## src/rtl/mem_access_unit.sv

```systemverilog
// ----------------------------------------------------------------------------
// mem_access_unit
//
// Purpose: MEM-stage load/store unit for a simple in-order pipeline.
// Aligned loads and stores run a single-outstanding data-memory transaction.
// While that transaction is open the unit holds the MEM pipeline register
// through stall. Instructions with no memory operation, and misaligned
// accesses, retire on the next cycle without using the bus. All writeback
// and exception outputs are registered. A wait counter turns a missing
// dmem_ack into a bus error.
//
// FSM: IDLE -> WAIT (transaction open) -> DONE (one cycle) -> IDLE.
//
// Ports
//   clk, reset         clock, synchronous active-high reset
//   in_valid           MEM pipeline register holds a live instruction
//   in_mem_read/write  load / store request
//   in_funct3          access size/sign (LB/LH/LW/LBU/LHU, SB/SH/SW)
//   in_addr            effective address
//   in_wdata           store data
//   in_alu             non-memory result
//   in_rd              destination register
//   in_reg_write       writeback enable
//   flush              kill the current instruction
//   dmem_req/we/addr/wstrb/wdata   data-memory request (word aligned)
//   dmem_ack, dmem_rdata           data-memory response
//   stall              hold request to the hazard unit
//   wb_valid/reg_write/rd/data     registered writeback
//   misalign_exc, bus_err          registered single-cycle exception pulses
// ----------------------------------------------------------------------------
module mem_access_unit #(
   parameter int unsigned TIMEOUT_CYCLES = 255
) (
   input  logic        clk,
   input  logic        reset,
   input  logic        in_valid,
   input  logic        in_mem_read,
   input  logic        in_mem_write,
   input  logic [2:0]  in_funct3,
   input  logic [31:0] in_addr,
   input  logic [31:0] in_wdata,
   input  logic [31:0] in_alu,
   input  logic [4:0]  in_rd,
   input  logic        in_reg_write,
   input  logic        flush,
   output logic        dmem_req,
   output logic        dmem_we,
   output logic [31:0] dmem_addr,
   output logic [3:0]  dmem_wstrb,
   output logic [31:0] dmem_wdata,
   input  logic        dmem_ack,
   input  logic [31:0] dmem_rdata,
   output logic        stall,
   output logic        wb_valid,
   output logic        wb_reg_write,
   output logic [4:0]  wb_rd,
   output logic [31:0] wb_data,
   output logic        misalign_exc,
   output logic        bus_err
);

   typedef enum logic [1:0] {
      S_IDLE,
      S_WAIT,
      S_DONE
   } state_t;

   localparam logic [7:0] TIMEOUT_VAL = 8'(TIMEOUT_CYCLES);

   state_t      state_q, state_d;
   logic [7:0]  cnt_q, cnt_d;
   logic        flush_pend_q, flush_pend_d;

   // Request fields captured when the transaction opens. They stay fixed
   // until the ack, whatever happens on the pipeline inputs.
   logic [31:0] addr_q, addr_d;
   logic [2:0]  funct3_q, funct3_d;
   logic        we_q, we_d;
   logic [3:0]  wstrb_q, wstrb_d;
   logic [31:0] wdata_q, wdata_d;
   logic [4:0]  rd_q, rd_d;
   logic        reg_write_q, reg_write_d;

   logic        wb_valid_q, wb_valid_d;
   logic        wb_reg_write_q, wb_reg_write_d;
   logic [4:0]  wb_rd_q, wb_rd_d;
   logic [31:0] wb_data_q, wb_data_d;
   logic        misalign_q, misalign_d;
   logic        bus_err_q, bus_err_d;

   logic        mem_op;
   logic        misaligned;
   logic [3:0]  strb_new;
   logic [31:0] wdata_new;
   logic [7:0]  ld_byte;
   logic [15:0] ld_half;
   logic [31:0] ld_data;
   logic [7:0]  cnt_inc;
   logic        kill;

   assign mem_op     = in_mem_read | in_mem_write;
   assign misaligned = ((in_funct3[1:0] == 2'b01) &&  in_addr[0]) ||
                       ((in_funct3[1:0] == 2'b10) && (in_addr[1:0] != 2'b00));
   assign cnt_inc    = cnt_q + 8'd1;
   // A flush seen on any WAIT cycle, including the ack cycle, kills the result.
   assign kill       = flush_pend_q | flush;

   // Store lane strobes and lane-replicated store data.
   // NOTE: every always_comb output gets a default first so no path infers a latch.
   always_comb begin
      strb_new  = 4'b1111;
      wdata_new = in_wdata;
      case (in_funct3[1:0])
         2'b00: begin
            strb_new  = 4'b0001 << in_addr[1:0];
            wdata_new = {4{in_wdata[7:0]}};
         end
         2'b01: begin
            strb_new  = 4'b0011 << in_addr[1:0];
            wdata_new = {2{in_wdata[15:0]}};
         end
         default: ;
      endcase
   end

   // Load extraction from the captured address and size.
   always_comb begin
      ld_byte = dmem_rdata[7:0];
      case (addr_q[1:0])
         2'b01:   ld_byte = dmem_rdata[15:8];
         2'b10:   ld_byte = dmem_rdata[23:16];
         2'b11:   ld_byte = dmem_rdata[31:24];
         default: ;
      endcase
      ld_half = addr_q[1] ? dmem_rdata[31:16] : dmem_rdata[15:0];
      case (funct3_q[1:0])
         2'b00:   ld_data = funct3_q[2] ? {24'd0, ld_byte} : {{24{ld_byte[7]}}, ld_byte};
         2'b01:   ld_data = funct3_q[2] ? {16'd0, ld_half} : {{16{ld_half[15]}}, ld_half};
         default: ld_data = dmem_rdata;
      endcase
   end

   // Next-state and output logic.
   always_comb begin
      state_d        = state_q;
      cnt_d          = cnt_q;
      flush_pend_d   = flush_pend_q;
      addr_d         = addr_q;
      funct3_d       = funct3_q;
      we_d           = we_q;
      wstrb_d        = wstrb_q;
      wdata_d        = wdata_q;
      rd_d           = rd_q;
      reg_write_d    = reg_write_q;
      wb_valid_d     = 1'b0;
      wb_reg_write_d = 1'b0;
      wb_rd_d        = wb_rd_q;
      wb_data_d      = wb_data_q;
      misalign_d     = 1'b0;
      bus_err_d      = 1'b0;
      stall          = 1'b0;

      case (state_q)
         S_IDLE: begin
            if (in_valid && !flush) begin
               if (!mem_op) begin
                  wb_valid_d     = 1'b1;
                  wb_reg_write_d = in_reg_write;
                  wb_rd_d        = in_rd;
                  wb_data_d      = in_alu;
               end else if (misaligned) begin
                  // The faulting address is reported on wb_data.
                  wb_valid_d = 1'b1;
                  misalign_d = 1'b1;
                  wb_rd_d    = in_rd;
                  wb_data_d  = in_addr;
               end else begin
                  stall        = 1'b1;
                  state_d      = S_WAIT;
                  cnt_d        = 8'd0;
                  flush_pend_d = 1'b0;
                  addr_d       = in_addr;
                  funct3_d     = in_funct3;
                  we_d         = in_mem_write;
                  wstrb_d      = in_mem_write ? strb_new : 4'b0000;
                  wdata_d      = wdata_new;
                  rd_d         = in_rd;
                  reg_write_d  = in_reg_write;
               end
            end
         end

         S_WAIT: begin
            stall        = 1'b1;
            flush_pend_d = kill;
            if (dmem_ack) begin
               // An ack wins over a timeout on the same cycle.
               state_d        = S_DONE;
               wb_valid_d     = !kill;
               wb_reg_write_d = !kill && !we_q && reg_write_q;
               wb_rd_d        = rd_q;
               wb_data_d      = we_q ? 32'd0 : ld_data;
            end else if (cnt_inc == TIMEOUT_VAL) begin
               state_d    = S_DONE;
               wb_valid_d = !kill;
               bus_err_d  = !kill;
               wb_rd_d    = rd_q;
               cnt_d      = cnt_inc;
            end else begin
               cnt_d = cnt_inc;
            end
         end

         S_DONE: begin
            // The finished instruction still sits in the MEM register this
            // cycle, so the inputs are ignored.
            state_d      = S_IDLE;
            flush_pend_d = 1'b0;
         end

         default: state_d = S_IDLE;
      endcase
   end

   // NOTE: sequential state uses non-blocking assignments only, so every
   // register samples the pre-edge values.
   always_ff @(posedge clk) begin
      if (reset) begin
         state_q        <= S_IDLE;
         cnt_q          <= 8'd0;
         flush_pend_q   <= 1'b0;
         addr_q         <= 32'd0;
         funct3_q       <= 3'd0;
         we_q           <= 1'b0;
         wstrb_q        <= 4'd0;
         wdata_q        <= 32'd0;
         rd_q           <= 5'd0;
         reg_write_q    <= 1'b0;
         wb_valid_q     <= 1'b0;
         wb_reg_write_q <= 1'b0;
         wb_rd_q        <= 5'd0;
         wb_data_q      <= 32'd0;
         misalign_q     <= 1'b0;
         bus_err_q      <= 1'b0;
      end else begin
         state_q        <= state_d;
         cnt_q          <= cnt_d;
         flush_pend_q   <= flush_pend_d;
         addr_q         <= addr_d;
         funct3_q       <= funct3_d;
         we_q           <= we_d;
         wstrb_q        <= wstrb_d;
         wdata_q        <= wdata_d;
         rd_q           <= rd_d;
         reg_write_q    <= reg_write_d;
         wb_valid_q     <= wb_valid_d;
         wb_reg_write_q <= wb_reg_write_d;
         wb_rd_q        <= wb_rd_d;
         wb_data_q      <= wb_data_d;
         misalign_q     <= misalign_d;
         bus_err_q      <= bus_err_d;
      end
   end

   // The request is live only in WAIT, so leaving WAIT (ack, timeout or
   // reset) withdraws it on the next cycle.
   assign dmem_req     = (state_q == S_WAIT);
   assign dmem_we      = dmem_req & we_q;
   assign dmem_wstrb   = dmem_req ? wstrb_q : 4'b0000;
   assign dmem_addr    = {addr_q[31:2], 2'b00};
   assign dmem_wdata   = wdata_q;

   assign wb_valid     = wb_valid_q;
   assign wb_reg_write = wb_reg_write_q;
   assign wb_rd        = wb_rd_q;
   assign wb_data      = wb_data_q;
   assign misalign_exc = misalign_q;
   assign bus_err      = bus_err_q;

endmodule

```

## config.mk

```make
export PLATFORM = sky130hd
export DESIGN_NAME = mem_access_unit
export DESIGN_NICKNAME = d
export VERILOG_FILES = /design/src/rtl/mem_access_unit.sv
export SDC_FILE = /design/constraint.sdc
export NUM_CORES = 1
export LEC_CHECK = 0
export ABC_AREA = 0
export ABC_CLOCK_PERIOD_IN_PS = 5400
export CAP_MARGIN = 20
export CORE_ASPECT_RATIO = 0.75
export CORE_UTILIZATION = 30
export DETAILED_ROUTE_END_ITERATION = 7
export SLEW_MARGIN = 20
export SYNTH_ARGS = -nofsm -noshare
export SYNTH_HDL_FRONTEND = slang
export SYNTH_SLANG_ARGS = --single-unit
```

## constraint.sdc

```tcl
create_clock -name clk -period 5.4 [get_ports clk]
set_input_delay 0.81 -clock clk [delete_from_list [all_inputs] [get_ports clk]]
set_output_delay 0.81 -clock clk [all_outputs]
set_load 0.02 [all_outputs]
```

==> metrics.md <==
| Metric | Value |
|---|---|
| Status | `finished, final reports clean` |
| # IOs | `256` |
| Post-synthesis sequential area ratio | `0.393` |
| Fin Hold WS | `around 450 ps` |
| Dominant synthesized flop cell | `dfxtp_1` |
| Post-synth top area cell | `dfxtp_1` |
| Worst Path Max Fanout | `34` |
| Crit path buf inv count | `2` |
| Fmax | `241 MHz` |
| # resized after CTS | `0` |
| TritonCTS Buffers | `17` |
| Antenna Violating Nets Remaining | `0` |
| Pre-Repair DR Iteration Count | `5` |
| CTS clk-pin slew, worst paths | `roughly 60 ps` |
| Library cells used by synthesis | `58` |
| Slowest stage delay, CP | `630 ps` |
| Setup Skew | `6.90 ps` |
| Initial antenna violation count | `0` |
| Total power | `2820 µW` |
| Max VDD drop | `0.211 mV` |
| DIE HEIGHT | `131 µm` |
| Largest family of logic cells by synthesized area | `compound AO/OA/AOI/OAI gates` |
| Post-layout minimum cycle time | `approximately 4200 ps` |
| DRT iter0 DRCs | `442` |
| Hold_buf cts | `0` |
| Vias per cell | `4.94` |
| Synth top area cells | `dfxtp_1 39%, nand2_1 13%, a21oi_1 9.4%` |
| Port buffer count | `253` |
| Pwr/cell area | `between 200 and 300 mW/mm²` |
| Startpoint types | `primary input` |
| Routed WL per cell | `18.5 µm` |
| EDFF count, synth | `0` |
| Xor/xnor cell area share of the yosys netlist | `0.00264` |
| Worst path cell trace | `clkdlybuf4s50_1 > or2_2 > o211ai_2 > or2_2 > nand2_1 > clkdlybuf4s50_1` |
| Worst-Margin Slew | `about 1000 ps` |
| Share of post-route cells with drive strength above 1 | `0.0579` |
| ANT cells | `0` |
| Cells after synthesis | `roughly 900` |
| Rows | `46` |
| Max-Cap Viols | `0` |
| Post-Synth Adder-Cell Area | `0.00378` |
| Slowest-stage cell, CP | `clkdlybuf4s50_1` |
| Fin crit share | `0.769` |
| Synthesized cell area | `0.00662 mm²` |
| Nets | `1,205` |
| Critical path class | `in2out` |
| H-tree Lvls | `4` |
| Post-synthesis simple-gate area fraction | `0.219` |
| Kind of cell adding the most delay to the critical path | `buffers and inverters` |
| Hold Crit Class | `reg2reg` |
| Slew Viols, Final | `0` |
| Leakage power | `approximately 0.0036 µW` |
| Mux contribution to synthesized area | `0.0570` |
| Synth top area share | `0.393` |
| Core Area | `0.0214 mm²` |
| Setup WS pre-CTS | `1220 ps` |
| Gr usage total | `0.218` |
| Total wire length | `25,100 µm` |
| Worst-Skew Late Latency | `420 ps` |
| Layout Utilization | `0.452` |
| Worst slew margin | `0.331` |
| Clock buffer depth | `2` |
| Worst Setup Slack, final | `1250 ps` |
| Clk sink count | `130` |
| Initial Util | `0.309` |
| Critical path arrival | `3340 ps` |
| CTS root buf | `clkbuf_16` |
| RePlAce Congestion | `0.856` |
| Setup TNS | `0 ps` |
| Final count of hold timing violations | `0` |
| DP Wirelength | `roughly 18,000 µm` |
| Reg2reg setup slack | `2620 ps` |
| Pin count of the biggest net entering global routing | `96` |
| Setup Buffers After CTS | `0` |
| Final setup violation count | `0` |
| Aggregate global routing overflow | `0` |
| Yosys warnings | `0` |
| Synth Area in Compound Gates | `0.239` |
| DRC errors left | `0` |
| Req. time, crit path | `4590 ps` |
| RSZ-0062 raised after global routing | `false` |
| TritonCTS clock tree | `built` |
| First-pass GRT wire length | `37,400 µm` |
| Die Width | `174 µm` |
| Vias in the first global route | `6,097` |
| Syn avg cell area | `7.56 µm²` |
| Area growth, synth to finish | `46.2%` |
| Number of synthesized register bits | `130` |
| Vias | `6,719` |
| Worst setup EP type | `primary output` |
| DIE AREA | `0.0227 mm²` |
| Ys async rst share | `0` |
-- Yosys cell counts, drive strengths merged (2+ instances only) --
cell type	instances
a211o	18
a211oi	8
a21boi	2
a21o	2
a21oi	124
a221oi	7
a311oi	12
and2	6
and3	2
buf	64
clkbuf	33
dfxtp	130
ha	2
inv	5
mux2	6
mux2i	31
nand2	234
nand2b	8
nand3	4
nand4	2
nor2	56
nor2b	11
nor3	12
nor3b	2
o2111ai	2
o211ai	6
o21ai	52
o221ai	8
o22ai	8
or2	3
or3	4
-- layout make-up --
| type | count | area (µm²) |
|---|---|---|
| Clock buffer | 18 | 439 |
| Clock inverter | 13 | 208 |
| Fill cell | 2158 | 11700 |
| Inverter | 6 | 22.5 |
| Multi-Input combinational cell | 644 | 3470 |
| Sequential cell | 130 | 2600 |
| Tap cell | 288 | 360 |
| Timing Repair Buffer | 260 | 2580 |
-- layer usage --
metal | wire [µm] | vias up | global-route usage | share of wire
li1 | - | 3363 | - | -
met1 | 12800 | 3106 | 0.334 | 0.51
met2 | 10400 | 228 | 0.304 | 0.41
met3 | 1700 | 22 | 0.0448 | 0.068
met4 | 252 | 0 | 0.0552 | 0.010
met5 | 0 | - | 0 | 0
-- state kept, by name (all words and copies together) (netlist names), 2 cells and up --
register,count
state_q,2
funct3_q,3
addr_q,32
rd_q,5
wb_rd,5
cnt_q,8
wstrb_q,4
wb_data,32
dmem_wdata,32
-- cells in the final DEF (no fill, tap or decap), types with 3 or more instances in the layout --
cell / instances
nand2_1: 234
clkinvlp_4: 4
o221ai_1: 8
o22ai_1: 8
o211ai_1: 5
and2_1: 6
a211o_1: 18
a221oi_1: 7
mux2i_1: 31
nand2b_1: 8
a21oi_1: 124
clkbuf_16: 17
a311oi_1: 12
o21ai_0: 47
dfxtp_1: 130
bufinv_16: 5
or3_1: 3
nand3_1: 3
o21ai_1: 3
nor3_1: 12
mux2_2: 6
a211oi_1: 8
nor2b_1: 11
buf_4: 7
inv_1: 4
clkdlybuf4s50_1: 252
nor2_1: 54
-- worst min-delay path: cells and delay by family (launching register included) --
kind / cells / cell delay (ps)
AO/OA/AOI/OAI: 1 / 50
AND/OR/NAND/NOR: 1 / 50
flip-flops: 1 / 310
-- worst paths after layout --
path / to / from / depth (start not counted)
hold reg to reg: wstrb_q[3]$_SDFFE_PP0P_ / wstrb_q[3]$_SDFFE_PP0P_ / 2
setup reg to reg: cnt_q[0]$_SDFFE_PP0P_ / state_q[0]$_SDFFE_PP0P_ / 5
setup / recovery: stall / in_mem_write / 6
hold / removal: wstrb_q[3]$_SDFFE_PP0P_ / wstrb_q[3]$_SDFFE_PP0P_ / 2
-- per-stage QoR --
step | cells | instance area (µm²)
finish | 1359 | 9680
global route | 1359 | 9680
CTS | 1359 | 9680
detailed placement | 1328 | 9040
global placement | 1328 | 9040
floorplan | 877 | 6630
-- kinds of logic (layout without fill, tap and decap cells) --
kind of cell,Yosys count,in the layout
AO/OA/AOI/OAI,255,255
XOR/XNOR,2,2
adder cells (fa/ha/maj),2,2
buffers and inverters,103,297
flip-flops,130,130
multiplexers,37,37
other,1,2
AND/OR/NAND/NOR,346,346
-- power breakdown --
group / switching (µW) / internal (µW) / leakage [µW]
clock: 460 / 830 / 0.000305
sequential: 29.9 / 1000 / 0.00106
combinational: 266 / 232 / 0.00219
Power figures use the tool's default switching activity.
